File: config.mk
export PLATFORM = sky130hd
export DESIGN_NAME = serial_adder
export DESIGN_NICKNAME = d
export VERILOG_FILES = /design/src/rtl/serial_adder.sv
export SDC_FILE = /design/constraint.sdc
export NUM_CORES = 1
export LEC_CHECK = 0
export BUFFER_PORTS_ARGS = -buffer_cell sky130_fd_sc_hd__buf_4
export CAP_MARGIN = 30
export CORE_MARGIN = 1.5
export CORE_UTILIZATION = 52
export CTS_BUF_LIST = sky130_fd_sc_hd__clkbuf_2 sky130_fd_sc_hd__clkbuf_4 sky130_fd_sc_hd__clkbuf_8
export DETAILED_ROUTE_END_ITERATION = 12
export GPL_TIMING_DRIVEN = 0
export PLACE_DENSITY = 0.86
export SLEW_MARGIN = 20
export SYNTH_ARGS = -nofsm -noshare
export SYNTH_HDL_FRONTEND = slang
export SYNTH_SLANG_ARGS = --single-unit
File: constraint.sdc
create_clock -name clk -period 2.3 [get_ports clk]
set_clock_uncertainty 0.1 [all_clocks]
set_input_delay 0.115 -clock clk [delete_from_list [all_inputs] [get_ports clk]]
set_output_delay 0.115 -clock clk [all_outputs]
set_load 0.03 [all_outputs]
File: src/rtl/serial_adder.sv
// Multi-cycle add/subtract unit: STEP bits per clock through a ripple slice,
// started by a one-cycle request and finished with a one-cycle done pulse.
//
// state | meaning
// IDLE  | waiting for start, results held
// RUN   | one STEP-bit slice per cycle, N cycles
// DONE  | results just updated, done high; start here chains the next op
module serial_adder #(
  parameter int W    = 32,
  parameter int STEP = 4
) (
  input  logic         clk,
  input  logic         reset_n,
  input  logic         start,
  input  logic         sub,
  input  logic [W-1:0] a,
  input  logic [W-1:0] b,
  input  logic         cin,
  output logic [W-1:0] z,
  output logic         cout,
  output logic         ovf,
  output logic         busy,
  output logic         done
);

  localparam int N  = W / STEP;
  localparam int CW = (N > 1) ? $clog2(N) : 1;
  localparam logic [CW-1:0] LAST = CW'(N - 1);

  typedef enum logic [1:0] {IDLE, RUN, DONE} state_t;

  state_t          state;
  logic [W-1:0]    a_sh;
  logic [W-1:0]    b_sh;
  logic [W-1:0]    z_sh;
  logic [W-1:0]    z_next;
  logic            carry;
  logic [CW-1:0]   cnt;
  logic [STEP-1:0] sum;
  logic [STEP:0]   c;

  // Ripple slice of 1-bit full adders over the low STEP bits.
  always_comb begin
    c    = '0;
    sum  = '0;
    c[0] = carry;
    for (int i = 0; i < STEP; i++) begin
      sum[i]   = a_sh[i] ^ b_sh[i] ^ c[i];
      c[i+1]   = (a_sh[i] & b_sh[i]) | (c[i] & (a_sh[i] ^ b_sh[i]));
    end
    z_next = (z_sh >> STEP) | (W'(sum) << (W - STEP));
  end

  always_ff @(posedge clk or negedge reset_n) begin
    if (!reset_n) begin
      state <= IDLE;
      a_sh  <= '0;
      b_sh  <= '0;
      z_sh  <= '0;
      carry <= 1'b0;
      cnt   <= '0;
      z     <= '0;
      cout  <= 1'b0;
      ovf   <= 1'b0;
      busy  <= 1'b0;
      done  <= 1'b0;
    end else begin
      case (state)
        IDLE, DONE: begin
          done <= 1'b0;
          if (start) begin
            a_sh  <= a;
            b_sh  <= b ^ {W{sub}};
            carry <= sub ? 1'b1 : cin;
            cnt   <= '0;
            busy  <= 1'b1;
            state <= RUN;
          end else begin
            state <= IDLE;
          end
        end
        RUN: begin
          a_sh  <= a_sh >> STEP;
          b_sh  <= b_sh >> STEP;
          z_sh  <= z_next;
          carry <= c[STEP];
          cnt   <= cnt + 1'b1;
          if (cnt == LAST) begin
            // Signed overflow: carry into the MSB differs from carry out of it.
            z     <= z_next;
            cout  <= c[STEP];
            ovf   <= c[STEP-1] ^ c[STEP];
            busy  <= 1'b0;
            done  <= 1'b1;
            state <= DONE;
          end
        end
        default: begin
          busy  <= 1'b0;
          done  <= 1'b0;
          state <= IDLE;
        end
      endcase
    end
  end

endmodule

* Word level (Yosys, flattened, before mapping)
Cells that the tools add are included.
** Word-level totals
- Memory bits (writable) :: 0
- ROM bits :: 0
- Logic and storage cells :: 63
- Latch bits :: 0
- Register bits :: 138
- Output and inout bits :: 36
- Memories :: 0
- Input port bits :: 69
** Cells by class
- Multipliers :: 0
- Divide/modulo/power cells :: 0
- Reduce and logical (&&, ||, !) cells :: 6
- Bitwise logic cells :: 23
- Equal/unequal tests :: 5
- Muxes and demuxes :: 17
- Add/subtract/negate cells :: 1
- Shifts and indexed selects :: 0
- Magnitude comparators :: 0
** Operators by type and width (number)
- $pmux W32 S2 :: 2
- $mux W32 :: 2
- $or A28 B32 Y32 :: 1
- $xor A32 B32 Y32 :: 1
- $xor A1 B1 Y1 :: 9
- $and A1 B1 Y1 :: 8
- $mux W1 :: 7
- $pmux W3 S2 :: 1
- $reduce_and A2 Y1 :: 3
- $ne A2 B2 Y1 const B :: 2
- $or A1 B1 Y1 :: 4
- $pmux W1 S2 :: 2
- $pmux W2 S2 :: 1
- $add A3 B1 Y3 const B :: 1
- $eq A3 B3 Y1 const B :: 1
- $mux W3 :: 1
- $eq A2 B1 Y1 const B :: 1
- $eq A2 B2 Y1 const B :: 1
- $logic_not A2 Y1 :: 1
- $mux W2 :: 1
- $reduce_bool A2 Y1 :: 1
- $reduce_or A2 Y1 :: 1

* Logic depth before layout (Yosys ltp)
- Word-level depth :: 10
- Depth in mapped cells :: 9
- Gate-level depth less buffers :: 9

* Worst setup path before layout
Ideal clock, no wire load.
- Path kind :: reg-to-reg
- Start :: register a_sh[0]
- End :: register z_sh[31]
- Arrival :: 2.046 ns
- Required time :: 2.117 ns
- Cell stages (with the launch flop) :: 9
- Slack :: 0.071 ns
- Clock period less this slack :: 2.229 ns
- Buffers on the path :: 0
- Library setup time :: 0.083 ns
- Cell sequence :: dfrtp_1 -> fa_1 -> inv_1 -> fa_1 -> inv_1 -> fa_1 -> inv_1 -> fa_1 -> o21ai_0
** On the way
- Word-level cells in the longest chain between the ends :: 9
- Elaborated cells on any way between the ends :: 10
- Those cells by class :: bitwise (10)
** Ends and longest elaborated chain
- start, declared :: RTL line 33 : logic [W-1:0] a_sh;
- start signal, assigned :: RTL line 83 : a_sh <= a_sh >> STEP;
- $xor A1 B1 Y1 :: RTL line 49 : c[i+1] = (a_sh[i] & b_sh[i]) | (c[i] & (a_sh[i] ^ b_sh[i]));
- $and A1 B1 Y1 :: RTL line 49
- $or A1 B1 Y1 (*) :: RTL line 49
- $and A1 B1 Y1 (*) :: RTL line 49
- $or A1 B1 Y1 (*) :: RTL line 49
- $and A1 B1 Y1 (*) :: RTL line 49
- $or A1 B1 Y1 (*) :: RTL line 49
- $xor A1 B1 Y1 (*) :: RTL line 48 : sum[i] = a_sh[i] ^ b_sh[i] ^ c[i];
- $or A28 B32 Y32 (*) :: RTL line 51 : z_next = (z_sh >> STEP) | (W'(sum) << (W - STEP));
- end signal, assigned :: RTL line 85 : z_sh <= z_next;
- end, declared :: RTL line 35 : logic [W-1:0] z_sh;
Every way passes the cells marked *; elsewhere a longest branch is shown, timed or not.
A chain may end at the register's enable or synchronous reset.

* Final worst setup path
- Start :: register carry
- End :: register z[31]
** On the way
- Word-level cells in the longest chain between the ends :: 8
** Ends and longest elaborated chain
- start, declared :: RTL line 37 : logic carry;
- start signal, assigned :: RTL line 74 : carry <= sub ? 1'b1 : cin;
- start signal, assigned :: RTL line 86 : carry <= c[STEP];
- $and A1 B1 Y1 :: RTL line 49
- $or A1 B1 Y1 :: RTL line 49
- $and A1 B1 Y1 :: RTL line 49
- $or A1 B1 Y1 :: RTL line 49
- $and A1 B1 Y1 :: RTL line 49
- $or A1 B1 Y1 :: RTL line 49
- $xor A1 B1 Y1 :: RTL line 48
- $or A28 B32 Y32 :: RTL line 51
- end signal, assigned :: RTL line 90 : z <= z_next;
- end, declared :: RTL line 19 : output logic [W-1:0] z,
No other way between the ends.

==> results by stage <==
Global route:
- For this run, the total global-route usage over all layers was measured as 27.0%.
- The number of antenna violations at the first check in global routing is 0.
- The number of global-route vias before repair is 4,882.
- Entering global routing, the biggest net connects 80 pins.
- The wire length of the first global-routing pass is 23,700 microns.
- The total overflow left after global routing is 0.

Timing:
- Once routing completed, OpenROAD measured the worst setup slack at 0.0398 ns.
- The final period utilization is 98.3%.
- The final number of setup-violating endpoints is 0.
- The worst-margin pin slew is 0.521 ns.
- For the finished layout, the period the worst path requires is 2.26 ns.
- The count of pins over their slew limit is 0.
- Setup repair after global routing could not meet its margin everywhere.
- The hold violation total from the final report is 0.
- The worst pin sits at a relative slew slack of 65.3%.
- Derived from the worst setup path, the maximum achievable clock frequency is 0.442 GHz.

Logic synthesis:
- Each instance of the synthesized netlist takes up on average 11.2 sq um.
- By area the synthesized netlist is led by dfrtp_1 59%, nand2_1 7.4%, mux2_2 6.0%.
- The count of yosys warnings during synthesis is 0.
- The leading area contributor after synthesis is dfrtp_1.
- The summed instance area of the synthesized netlist is 0.00564 sq mm.
- The synthesized flop and latch total is 133.
- The share of the synthesized area in the top cell type is 59.0%.
- The count of distinct cell types in the synthesized netlist is 25.
- The post-synthesis sequential area ratio is 59.0%.
- The net count of the mapped netlist is 578.
- The synthesized instance count is 503.

Placed design:
- The wire-length estimate of the detail-placed layout is 8930 microns.
- The number of placed instances with taps included is 743.
- The number of buffers inserted by port buffering is 103.
- The routability congestion estimate from global placement is 0.812.
- Timing analysis after detailed placement gives a worst setup slack of -0.118 ns.

Critical path:
- Data arrives at the worst endpoint at 2.52 ns.
- The largest incremental delay on the critical path is 0.44 ns.
- The critical path buffer and inverter count is 3.
- The worst setup path is captured at a flip-flop.
- The most numerous cell type found on the critical path is fa_2.
- The cell at the slowest stage of the critical path is fa_2.
- The type of origin of the critical path is a flip-flop.
- The worst setup path is of the flip-flop to flip-flop kind.
- The signal on the critical path passes through fa_2 > inv_2 > fa_2 > inv_2 > fa_2 > inv_2 > fa_2 > o21ai_2.
- The endpoint required time on the critical path is 2.56 ns.
- Of all nets on the critical path, the largest fanout is 2.
- On the critical path the largest part of the delay comes from adder cells.

Route:
- After detailed routing, the number of vias per cell comes to 5.52.
- For this block, the routed nets add up to 14,400 microns of wire.
- The length of the first detailed-routing pass in iterations is 5.
- The antenna violation net count after detailed routing is 0.
- The number of vias after detailed routing is 4,666.
- The violation count after the first detailed-route iteration is 270.
- For this run, design rule violations remaining after detail routing come to 0.
- Dividing the detail-routed wire length by the instance count gives 17.0 microns.

Floorplan:
- The die covers 0.0115 sq mm.
- The core region is 0.0104 sq mm.
- Once the floorplan was initialized, standard cells occupied 54.2% of the core.
- For this design the top-level I/O count stands at 105.
- In this run the core area contains 37 standard-cell rows.
- The horizontal die dimension is 107 microns.
- The height of the chip is 107 microns.

Outcome:
- The run finished with clean final reports.

Clocking:
- Clock tree synthesis found a total of 133 sinks.
- The deepest clock path buffer count is 2.
- Buffers inserted during clock tree synthesis total 17.
- The clock-pin slew of the registers on the worst-case setup and hold paths is 0.08 ns.
- The TritonCTS clock tree is done.
- The cell at the root of the clock tree is clkbuf_8.
- The later pin in the worst-skew pair is clocked with a latency of 0.43 ns.
- The H-tree was split into 4 levels.

Cells and area:
- The number of inserted filler cells in the final layout is 681.
- The number of diodes added for antenna fixing is 0.
- The area growth from synthesis to layout is 36.6%.
- Across the whole layout, storage elements account for 0.00333 sq mm.
- The net count of the finished layout is 771.
- Cells with a size suffix above 1 make up 28.5% of the layout.
- The multi-input combinational cell area is 0.00211 sq mm.
- Leaving out filler cells and counting taps, the final layout contains 845.

Power and ir drop:
- The cell leakage power is 3.74 nW.
- VDD sags by at most 0.759 mV.
- Dividing total power by cell area gives a power density of 1340 mW/mm^2.

Job:
- The number of maximum-capacitance constraint violations is 0.

Worst hold path:
- In this run the worst hold path is classified as input port to async pin.
## power by group
| part | leakage (nW) | internal [mW] | switching [mW] | total (mW) |
|---|---|---|---|---|
| clock network | 0.179 | 0.905 | 0.950 | 1.86 |
| logic | 1.89 | 1.91 | 2.45 | 4.36 |
| registers | 1.67 | 3.41 | 0.730 | 4.14 |
| total | 3.74 | 6.22 | 4.13 | 10.4 |
## path summary, 6_finish.rpt
check,from,to,slack [ns],depth (start not counted)
max,carry,z[31],0.04,8
max reg2reg,carry,z[31],0.04,8
max in group asynchronous,reset_n,a_sh[10],1.26,3
min in group clk,sub,b_sh[1],0.09,4
min reg2reg,z_sh[7],z_sh[7],0.38,2
min,reset_n,z[24],0.09,2
## per-stage QoR
step	area, sq um	utilization [%]	power (mW)	setup TNS (ns)	hold WS [ns]
2_1_floorplan	5640	-	6.80	0	-0.281
3_3_place_gp	6590	63.2	7.97	-0.0129	0.232
3_5_place_dp	6620	63.5	8.22	-0.212	0.00381
4_1_cts	7700	73.9	10.3	-0.0291	0.0532
5_1_grt	7710	74.0	11.0	-0.0175	0.109
6_report	7710	74.0	10.4	0	0.0893
## cell families (layout without fill, tap and decap cells)
kind of cell | count (synthesis) | after routing | synth area share, %
simple gates | 177 | 177 | 12.7
flops | 133 | 133 | 59.0
compound gates | 77 | 77 | 11.4
buf+inv | 47 | 253 | 3.95
xor+xnor | 33 | 33 | 5.12
mux | 30 | 30 | 5.99
fa+ha+maj | 6 | 6 | 1.86
## Yosys cell counts, drive strengths merged
cell    count
nor2b       1
a22o       10
buf        23
and2b       1
clkbuf     16
nand3      28
a22oi      26
ha          2
xor2        5
dfrtp     133
nand2     111
nand3b      1
xnor2      28
o21ai      10
mux2       30
o211ai      1
nand2b      2
nor3        2
inv         8
nor2       31
a221o      30
fa          4
## cell usage in the layout (no fill, tap or decap)
cell type,instances
buf_16,1
nor3_1,2
a22oi_1,26
a22o_1,10
inv_1,5
a221o_1,30
o21ai_0,7
o21ai_2,2
o211ai_1,1
fa_2,4
nand2b_1,2
inv_2,3
clkinvlp_4,5
buf_4,107
dlygate4sd3_1,67
clkbuf_4,1
nand2_1,111
clkinv_2,1
inv_6,3
bufinv_16,1
nor2_2,1
xnor2_1,28
and2b_1,1
nor2b_1,1
nor2_1,30
xor2_1,5
buf_2,19
clkbuf_1,16
nand3b_1,1
dfrtp_1,133
nand3_1,28
ha_1,2
o21ai_1,1
buf_6,3
mux2_2,30
clkbuf_8,18
clkinv_4,3
## metal layers
| layer | up-vias | track usage, % | wire [microns] |
|---|---|---|---|
| met2 | 211 | 44.9 | 7230 |
| met5 | - | 0 | 0 |
| met4 | 0 | 12.7 | 431 |
| li1 | 2113 | - | - |
| met1 | 2303 | 32.6 | 5800 |
| met3 | 39 | 7.23 | 917 |
## layout make-up
class | count | area share, %
well taps | 136 | 2.21
repair buffers | 174 | 19.4
inverters | 8 | 0.390
clock inverters | 13 | 1.62
plain buffers | 39 | 2.50
multi-input cells | 323 | 27.4
clock buffers | 19 | 3.31
flip-flops and latches | 133 | 43.2
## flip-flops by register name, indices dropped and copies added (netlist names)
signal and count:
a_sh 32, b_sh 32, busy 1, carry 1, cnt 3, cout 1
done 1, ovf 1, state 1, z 32, z_sh 28
## repair_timing
action                                  4_1_cts  5_1_grt
endpoints found under the setup margin        3        3
gates cloned                                  0        0
hold endpoints to repair                    125        0
gates resized for setup                      10        2
setup buffers                                 2        1
hold buffers                                 67        0
pin swaps                                     5        3
Power figures use the tool's default switching activity.
